===== src/rtl/pipe_pkg.sv =====
// pipe_pkg: shared definitions for pipe_stage_reg.
//   pipe_state_t  occupancy of the stage in the skid build
//                 (EMPTY / FULL = main only / SKID = main + skid)
//   *_W_DEF       default widths for the DATA_W, CTRL_W and CNT_W parameters
package pipe_pkg;

  localparam int unsigned DATA_W_DEF = 64;
  localparam int unsigned CTRL_W_DEF = 2;
  localparam int unsigned CNT_W_DEF  = 16;

  typedef enum logic [1:0] {
    PIPE_EMPTY = 2'd0,
    PIPE_FULL  = 2'd1,
    PIPE_SKID  = 2'd2
  } pipe_state_t;

endpackage


===== src/rtl/sat_counter.sv =====
// sat_counter: W-bit up counter that saturates at all-ones and never wraps.
//   clk_i  clock, rising edge
//   rst_i  synchronous active-high reset, clears the count
//   inc_i  count this cycle
//   cnt_o  current count (registered)
module sat_counter #(
  parameter int unsigned W = 16
) (
  input  logic         clk_i,
  input  logic         rst_i,
  input  logic         inc_i,
  output logic [W-1:0] cnt_o
);

  always_ff @(posedge clk_i) begin
    if (rst_i) begin
      cnt_o <= '0;
    end else if (inc_i && (cnt_o != '1)) begin
      cnt_o <= cnt_o + 1'b1;
    end
  end

endmodule


===== src/rtl/pipe_stage_reg.sv =====
// pipe_stage_reg: reusable pipeline stage register with valid/ready handshake,
// synchronous flush, control-bit gating on bubbles and a saturating
// output-stall counter.
//
// Build option: define PIPE_STAGE_SKID_EN for the two-entry skid version with a
// registered ready_o; otherwise a single register with combinational ready_o.
//
// Ports:
//   clk_i, rst_i        clock, synchronous active-high reset
//   flush_i             kill every held entry (input offered this cycle dropped)
//   valid_i/ready_o     upstream handshake
//   ctrl_i, data_i      upstream control / data fields
//   valid_o/ready_i     downstream handshake
//   ctrl_o              control field, forced to zero while valid_o is low
//   data_o              data field, holds last loaded value when invalid
//   stall_cnt_o         saturating count of cycles with valid_o & ~ready_i
module pipe_stage_reg
  import pipe_pkg::*;
#(
  parameter int unsigned DATA_W = DATA_W_DEF,
  parameter int unsigned CTRL_W = CTRL_W_DEF,
  parameter int unsigned CNT_W  = CNT_W_DEF
) (
  input  logic              clk_i,
  input  logic              rst_i,
  input  logic              flush_i,
  input  logic              valid_i,
  output logic              ready_o,
  input  logic [CTRL_W-1:0] ctrl_i,
  input  logic [DATA_W-1:0] data_i,
  output logic              valid_o,
  input  logic              ready_i,
  output logic [CTRL_W-1:0] ctrl_o,
  output logic [DATA_W-1:0] data_o,
  output logic [CNT_W-1:0]  stall_cnt_o
);

  logic [CTRL_W-1:0] ctrl_q;
  logic [DATA_W-1:0] data_q;

`ifdef PIPE_STAGE_SKID_EN

  pipe_state_t       state, state_nx;
  logic              ready_q;
  logic [CTRL_W-1:0] skid_ctrl_q;
  logic [DATA_W-1:0] skid_data_q;
  logic              load_main, main_from_skid, load_skid;

  // ready_q is computed from the next state so it always equals
  // (state != PIPE_SKID) without any path from ready_i to ready_o.
  always_ff @(posedge clk_i) begin
    if (rst_i) begin
      state   <= PIPE_EMPTY;
      ready_q <= 1'b1;
    end else begin
      state   <= state_nx;
      ready_q <= (state_nx != PIPE_SKID);
    end
  end

  always_comb begin
    state_nx       = state;
    load_main      = 1'b0;
    main_from_skid = 1'b0;
    load_skid      = 1'b0;
    if (flush_i) begin
      state_nx = PIPE_EMPTY;
    end else begin
      unique case (state)
        PIPE_EMPTY: begin
          if (valid_i) begin
            state_nx  = PIPE_FULL;
            load_main = 1'b1;
          end
        end
        PIPE_FULL: begin
          if (ready_i) begin
            if (valid_i) load_main = 1'b1;
            else         state_nx  = PIPE_EMPTY;
          end else if (valid_i) begin
            state_nx  = PIPE_SKID;
            load_skid = 1'b1;
          end
        end
        PIPE_SKID: begin
          if (ready_i) begin
            state_nx       = PIPE_FULL;
            main_from_skid = 1'b1;
          end
        end
        default: state_nx = PIPE_EMPTY;
      endcase
    end
  end

  always_ff @(posedge clk_i) begin
    if (rst_i) begin
      ctrl_q      <= '0;
      data_q      <= '0;
      skid_ctrl_q <= '0;
      skid_data_q <= '0;
    end else begin
      if (load_main) begin
        ctrl_q <= ctrl_i;
        data_q <= data_i;
      end else if (main_from_skid) begin
        ctrl_q <= skid_ctrl_q;
        data_q <= skid_data_q;
      end
      if (load_skid) begin
        skid_ctrl_q <= ctrl_i;
        skid_data_q <= data_i;
      end
    end
  end

  always_comb begin
    valid_o = (state != PIPE_EMPTY);
    ready_o = ready_q;
  end

`else

  logic valid_q;

  always_ff @(posedge clk_i) begin
    if (rst_i) begin
      valid_q <= 1'b0;
      ctrl_q  <= '0;
      data_q  <= '0;
    end else if (flush_i) begin
      valid_q <= 1'b0;
    end else if (valid_i && ready_o) begin
      valid_q <= 1'b1;
      ctrl_q  <= ctrl_i;
      data_q  <= data_i;
    end else if (ready_i) begin
      valid_q <= 1'b0;
    end
  end

  always_comb begin
    valid_o = valid_q;
    ready_o = ~valid_q | ready_i;
  end

`endif

  always_comb begin
    ctrl_o = valid_o ? ctrl_q : '0;
    data_o = data_q;
  end

  sat_counter #(
    .W (CNT_W)
  ) u_stall_cnt (
    .clk_i (clk_i),
    .rst_i (rst_i),
    .inc_i (valid_o & ~ready_i),
    .cnt_o (stall_cnt_o)
  );

endmodule


===== config.mk =====
export PLATFORM = sky130hd
export DESIGN_NAME = pipe_stage_reg
export DESIGN_NICKNAME = d
export VERILOG_FILES = /design/src/rtl/pipe_pkg.sv /design/src/rtl/sat_counter.sv /design/src/rtl/pipe_stage_reg.sv
export SDC_FILE = /design/constraint.sdc
export NUM_CORES = 1
export LEC_CHECK = 0
export CAP_MARGIN = 20
export CORE_AREA = 5 5 96 98
export DETAILED_ROUTE_END_ITERATION = 8
export DIE_AREA = 0 0 101 103
export GPL_TIMING_DRIVEN = 0
export PLACE_DENSITY = 0.85
export SLEW_MARGIN = 15
export SYNTH_ARGS = -nofsm -noshare
export SYNTH_HDL_FRONTEND = slang
export SYNTH_SLANG_ARGS = --single-unit

===== constraint.sdc =====
create_clock -name clk_i -period 2.4 [get_ports clk_i]
set_input_delay 0.6 -clock clk_i [delete_from_list [all_inputs] [get_ports clk_i]]
set_output_delay 0.6 -clock clk_i [all_outputs]
set_load 0.05 [all_outputs]

== Yosys cells after proc, flatten, opt, wreduce, memory -nomap -nowiden ==
Index checks and enable logic that the tools add are counted.

* Add/sub/neg operators: 1
* Eq/ne operators: 1
* Multiplexer cells: 3
* Bitwise logic cells: 5
* Reduce and logical (&&, ||, !) cells: 5

{| class="wikitable"
|+ Operators with widths
! operator !! number
|-
| 16-bit by 1-bit adder with 16-bit output, second input constant || 1
|-
| 16-bit != test, second input constant || 1
|-
| 1-bit inverter || 3
|-
| 1-bit logical AND || 2
|-
| 1-bit 2-to-1 mux || 2
|-
| 2-bit 2-to-1 mux || 1
|-
| 2-bit AND reduction || 1
|-
| 2-bit nonzero test || 1
|-
| 2-bit OR reduction || 1
|-
| 1-bit bitwise AND || 1
|-
| 1-bit bitwise OR || 1
|}

* Flip-flop bits (word level): 83
* Input port bits: 71

== Longest topological paths before layout ==
Gate-level depths: netlist (run 1).

* Depth in word-level cells: 4
* Mapped depth: 7
* Gate-level depth less buffers: 5

== Cells and area by module ==
From an unflattened synthesis (run 1), not the netlist that was laid out.

* Cell total of the unflattened synthesis: 392
* Area total of the unflattened synthesis: 3,851.2 µm²

{| class="wikitable"
|+ By module, submodules not included
! module !! instances !! cells each !! area each (µm²) !! seq. area each (µm²)
|-
| pipe_stage_reg || 1 || 293 || 3,002.9 || 1,341.3
|-
| sat_counter || 1 || 99 || 848.3 || 320.3
|}

== Worst setup path after synthesis (run 1) ==
OpenSTA, ideal clock, no wires.

* Kind: reg-to-reg
* Start point: register u_stall_cnt.cnt_o[0]
* End point: register u_stall_cnt.cnt_o[0]
* Data arrival time: 2.041 ns
* Required time: 2.279 ns
* Path slack: 0.238 ns
* Stages on the path, launching flop included: 6
* Path buffers: 0
* Clock period less this slack: 2.162 ns
* Path through: dfxtp_1 ha_1 nand4_2 nor4_4 nor2_2 mux2_4

* Longest elaborated chain between the ends: 2
* Elaborated cells between the ends (all ways): 3
* Those cells by class: 1 x add/sub; 1 x eq/ne; 1 x reduce/logical

{| class="wikitable"
|+ Ends and longest elaborated chain
! what !! RTL line !! source
|-
| start: declaration || sat_counter.sv:12 || <nowiki>output logic [W-1:0] cnt_o</nowiki>
|-
| start signal: assignment || sat_counter.sv:19 || <nowiki>cnt_o <= cnt_o + 1'b1;</nowiki>
|-
| branches (longest 2 deep; another with 16-bit by 1-bit adder with 16-bit output) || n/a ||
|}

Parallel ways; which one is timed is not known.
A chain may end at the register's enable or synchronous reset.

== Worst setup path after layout (run 1) ==
* Start point: input port ready_i
* End point: output port ready_o

* Longest elaborated chain between the ends: 1

{| class="wikitable"
|+ Ends and longest elaborated chain
! what !! RTL line !! source
|-
| start: declaration || pipe_stage_reg.sv:32 || <nowiki>input logic ready_i,</nowiki>
|-
| 1-bit bitwise OR || pipe_stage_reg.sv:144 || <nowiki>ready_o = ~valid_q | ready_i;</nowiki>
|-
| end: declaration || pipe_stage_reg.sv:28 || <nowiki>output logic ready_o,</nowiki>
|}

No other way between the ends.

==> metrics, run 1 <==
worst reg2reg endpoint=u_stall_cnt.cnt_o[0]$_SDFFE_PP0P_; Netlist Area Pre-Place=3206 sq um; final clock skew=0.01112 ns; Root Buffer=clkbuf_8; final hold violations=0; status=finished, final reports clean; Synth area leaders=dfxtp_1 52%, nand2_1 16%, a21oi_1 12%; top_reg_cell synth=dfxtp_1; I/O pin count=155; register area share after synthesis=51.83%; RSZ-0062 raised after global routing=no; Synth Area in Compound Gates=14.91%; core area=approximately 8400 sq um; final WL=9.339 mm; post-CTS setup buffer count=0; Detail Placement HPWL=roughly 7.3 mm; Rows=34; combinational family with the most area after synthesis=simple AND/OR/NAND/NOR gates; setup slack at placement=-0.5976 ns; Post-synth EDFFs=0; Post-Syn Nets=465; Die H=approximately 100 um; Distinct cells, synth=39; adder-cell share of the synthesized area=less than 1%; Placer Congestion=a little under 0.8; Cell Chain, Critical Path=clkdlybuf4s50_1 -> and2b_1 -> inv_2 -> buf_4; Final Instance Area=between 5000 and 6000 sq um; most frequent cell after synthesis=nand2_1; r2r startpoint=u_stall_cnt.cnt_o[0]$_SDFFE_PP0P_; Worst Tran Pin Value=0.5797 ns; VDD IR max=407.8 uV; P per Cell Area=597.5 nW/um^2; Worst R2R Setup Slack=a little under 0.4 ns; Final Max Slew Viols=0; area post-placement=4882 sq um; CP max-delay cell=clkdlybuf4s50_1; LEAKAGE=1.851 nW; H-tree Lvls=3; FMAX=0.4307 GHz; global-route wire length before repair=14.79 mm; CTS tree=built; CP required=1.80 ns; drt via density=about 4.8; Post-synth ARST share=0%; Hold Crit Start=ctrl_q[1]$_SDFFE_PP0P_; area grow syn2layout=58.67%; reg2reg path depth=5; clock buffer depth=2; GRT Total Usage=17.61%; post_cts resized=8; hold_buf cts=0; post-route ant nets=0; Port Buffer Count=approximately 150; crit share post-route=96.75%; DIE AREA=10400 sq um; max_cap viols=0; # DRC=0; # diodes=0; CP Buf/Inv Count=3; wire per inst=13.92 um; synth cell count leaders=138 x nand2_1, 83 x dfxtp_1, 74 x a21oi_1; Hold Path Class=flip-flop to flip-flop; critical path startpoint category=primary input; gr ovfl total=0; CP Depth=4; post-synth top area share=51.83%; synthesized flop and latch total=83; Iter 0 DRT Violations=52; CP max stage delay=between 0.4 and 0.5 ns; Synth Area in XOR/XNOR=0%; initial antenna violation count=0; hold depth=2; Worst setup EP type=output port; share of cells above drive strength 1=under 10%; Reg clk slew, reported paths=0.09 ns; chip width=roughly 100 um; Clock Sinks=83; Total Nets Final=630; Mapped Cells=393; max_slew headroom=61.35%; Top delay family on crit path=buffers and inverters; final hold slack=roughly 0.45 ns; warnings from Yosys=0; CTS buffer count=9; worst setup path class=primary input to output port; TritonRoute pass-1 iters=4; via count=3239; Final Setup Violations=0; Simple-Gate Fraction of Synth Area=27.28%; Avg Cell Area, Syn=8.157 sq um; largest net degree at the start of global routing=17; Power Total=between 3 and 4 mW; Clock Latency Late Sink=~0.35 ns; Min Clock Period, post-route=2.322 ns; post-synthesis mux area share=under 10%; Initial Util=about two fifths; Worst Slack Setup Final=0.07797 ns; vias in the first global route=3159; setup TNS=0 ns; worst-path maximum fanout=6; crit path DAT=approximately 1.7 ns; Yosys top cell by area=dfxtp_1; worst hold path endpoint=ctrl_q[1]$_SDFFE_PP0P_
per-layer routing:
layer  vias to the layer above  track usage (%)  share of wire (%)  wire length, um
met5                         -                0                  0                0
li1                       1649                -                  -                -
met4                         0            5.930                1.2              116
met2                       111            31.39                 50             4653
met3                         8            5.548                8.8              823
met1                      1471            19.97                 40             3746
power by group:
group	switching, mW	internal, mW
Clock	0.535	0.496
Combinational	0.321	0.230
Sequential	0.0283	1.43
worst register-to-register path, cell delays in order, from the launching register on:
cell and delay [ns]:
dfxtp_1 0.46, ha_1 0.27, nand4_2 0.24, nor4_4 0.51, nor2_2 0.12, mux2_4 0.31
cell usage in the layout, fill, tap and decap left out, types with 2 or more instances in the layout:
cell / n
a211oi_1: 2
a21oi_1: 74
and2_1: 2
and4_1: 2
buf_2: 9
buf_4: 2
clkbuf_1: 14
clkbuf_8: 9
clkdlybuf4s50_1: 151
clkinvlp_4: 2
dfxtp_1: 83
dlygate4sd2_1: 2
inv_1: 3
inv_6: 4
mux2_1: 2
nand2_1: 138
nand2b_1: 3
nand3_1: 4
nand4_1: 2
nand4_2: 3
nor2_1: 11
nor2b_1: 3
nor3_1: 5
nor4_1: 2
nor4_4: 2
o21ai_0: 2
o31ai_1: 4
or3_1: 5
how the worst max path moves through the flow:
stage	start	to	slack [ns]
3_3_place_gp	ready_i	ready_o	-0.56
5_1_grt	ready_i	ready_o	0.02
6_report	ready_i	ready_o	0.08
3_5_place_dp	ready_i	ready_o	-0.60
4_1_cts	ready_i	ready_o	0.008
2_1_floorplan	u_stall_cnt.cnt_o[0]$_SDFFE_PP0P_	u_stall_cnt.cnt_o[0]$_SDFFE_PP0P_	0.24
metrics by stage:
stage	utilization [%]	instances
3_3_place_gp	58.26	655
2_1_floorplan	-	393
3_5_place_dp	58.26	655
5_1_grt	60.69	671
4_1_cts	60.63	671
6_report	60.69	671
state kept, by name, summed over array words and instances, names as in the netlist:
signal             flops
data_o                64
u_stall_cnt.cnt_o     16
ctrl_q                 2
valid_o                1
cells by family (layout without fill, tap and decap cells):
family | Yosys count | after routing
DFF | 83 | 83
AOI/OAI and AO/OA | 87 | 87
buffers and inverters | 28 | 198
muxes | 5 | 5
and+or+nand+nor | 189 | 189
adders and majority gates | 1 | 1
final cells by class:
type / count / area, sq um
Buffer: 24 / 105.1
Clock buffer: 9 / 123.9
Clock inverter: 7 / 80.08
Fill cell: 746 / 3294
Inverter: 4 / 15.01
Multi-Input combinational cell: 282 / 1429
Sequential cell: 83 / 1662
Tap cell: 108 / 135.1
Timing Repair Buffer: 154 / 1536
Note: power is estimated with default switching activity, not from simulation.
==> inputs of run 2 (changes only) <==
- CORE_AREA: 5 5 96 98 -> 5 5 100 102
- DIE_AREA: 0 0 101 103 -> 0 0 105 107
- PLACE_DENSITY: 0.85 -> 0.82
- clock period: 2.4 -> 1.95 ns (I/O delays scaled with it)
==> metrics, run 2 (synthesis gave the netlist of run 1 again) <==
status=complete, but fails checks; violations in the final reports=negative setup slack; CP Depth=4; core area=9021 sq um; reg2reg path depth=5; area grow syn2layout=56.91%; CTS buffer count=9; Clock Sinks=83; most frequent cells in the layout=138 x nand2_1, 80 x dlygate4sd2_1, 76 x dfxtp_1; CP Buf/Inv Count=3; Root Buffer=clkbuf_8; largest net degree at the start of global routing=16; H-tree Lvls=3; Clock Latency Late Sink=0.34 ns; crit share post-route=104.1%; chip width=105 um; Initial Util=35.53%; LEAKAGE=~2.2 nW; Detail Placement HPWL=7.451 mm; Reg clk slew, reported paths=0.08 ns; CP required=1.46 ns; Hold Path Class=flip-flop to flip-flop; commonest non-fill, non-tap cell in the layout=nand2_1; final hold violations=0; Power Total=3.684 mW; gr ovfl total=0; I/O pin count=155; final WL=9.651 mm; CP max stage delay=0.47 ns; Total Nets Final=630; P per Cell Area=732.5 nW/um^2; fin cells=roughly 670; global-route wire length before repair=between 15 and 20 mm; Top delay family on crit path=buffers and inverters; max_slew headroom=64.69%; Worst Tran Pin Value=0.5318 ns; Port Buffer Count=154; Iter 0 DRT Violations=86; Final Setup Violations=1; DIE AREA=11240 sq um; crit path DAT=1.54 ns; hold_buf cts=0; Final Max Slew Viols=0; via count=3318; area post-placement=around 5000 sq um; Min Clock Period, post-route=roughly 2.0 ns; Worst Slack Setup Final=-0.07904 ns; share of cells above drive strength 1=9.414%; Post-Place Cells=658; Cell Chain, Critical Path=clkdlybuf4s50_1 -> and2b_2 -> inv_2 -> buf_6; Rows=35; GRT Total Usage=16.73%; final core utilization=55.76%; # DRC=0; max_cap viols=0; multi-input gate area in the final layout=around 1400 sq um; Filler Cells Inserted=886; FF+latch area=1670 sq um; worst-path maximum fanout=6; final hold slack=0.4529 ns; vias in the first global route=3263; Worst setup EP type=output port; CP max-delay cell=clkdlybuf4s50_1; clock buffer depth=2; TritonRoute pass-1 iters=4; CTS tree=built; drt via density=4.923; wire per inst=around 14 um; Placer Congestion=0.8347; final clock skew=between 0.009 and 0.01 ns; Die H=approximately 110 um; post-CTS setup buffer count=0; worst setup path class=primary input to output port; FMAX=0.4928 GHz; hold depth=2; RSZ-0062 raised after global routing=yes; critical path startpoint category=primary input; VDD IR max=381.7 uV; post-route ant nets=0; initial antenna violation count=0; setup slack at placement=-0.8042 ns; Largest register FFs=64; Final Instance Area=5030 sq um; setup TNS=-0.07904 ns; # diodes=0
run 2: cell types whose count changed in the layout (fill, tap and decap cells not counted), moves of 3 or more:
| cell | before | now |
|---|---|---|
| inv_6 | 4 | 1 |
| dlygate4sd2_1 | 2 | 80 |
| clkbuf_2 | 0 | 5 |
| clkbuf_1 | 14 | 9 |
| dfxtp_1 | 83 | 76 |
| dfxtp_2 | 0 | 7 |
| clkdlybuf4s50_1 | 151 | 70 |
| clkdlybuf4s15_1 | 0 | 3 |
run 2: tightest hold or removal path: stages, from the launching register on:
cell     delay [ns]
dfxtp_1        0.31
nand2_1        0.05
a21oi_1        0.05
run 2: what timing repair did:
item                                    4_1_cts  5_1_grt
pin swaps                                     0        1
endpoints found under the setup margin      125       78
gates resized for setup                      91       18
run 2: final cells by class:
cell class                      count  share of cell area [%]
Clock inverter                      7                   1.517
Sequential cell                    83                   33.21
Inverter                            4                  0.2985
Buffer                             24                   2.338
Tap cell                          111                   2.761
Timing Repair Buffer              154                   28.68
Clock buffer                        9                   2.463
Multi-Input combinational cell    282                   28.73
run 2: worst paths after layout:
kind	start	slack [ns]	endpoint
setup / recovery	ready_i	-0.08	ready_o
hold reg to reg	data_o[56]$_SDFFE_PP0P_	0.45	data_o[56]$_SDFFE_PP0P_
hold / removal	data_o[56]$_SDFFE_PP0P_	0.45	data_o[56]$_SDFFE_PP0P_
setup reg to reg	u_stall_cnt.cnt_o[11]$_SDFFE_PP0P_	0.12	u_stall_cnt.cnt_o[0]$_SDFFE_PP0P_
run 2: report_power, final:
part,internal [mW],switching [mW]
Combinational,0.244,0.396
Sequential,1.76,0.0314
Clock,0.604,0.650
run 2: per-layer routing:
metal / routed length (um) / part of all wire (%) / up-vias / track usage (%)
li1: - / - / 1650 / -
met1: 3944 / 41 / 1525 / 18.60
met2: 4856 / 50 / 126 / 29.63
met3: 714 / 7.4 / 17 / 5.900
met4: 136 / 1.4 / 0 / 5.571
met5: 0 / 0 / - / 0
==> inputs of run 3 (changes only) <==
- ABC_AREA: default -> 0
==> results of run 3 <==
No change in the layout: final DEF, timing and power equal those of run 2.
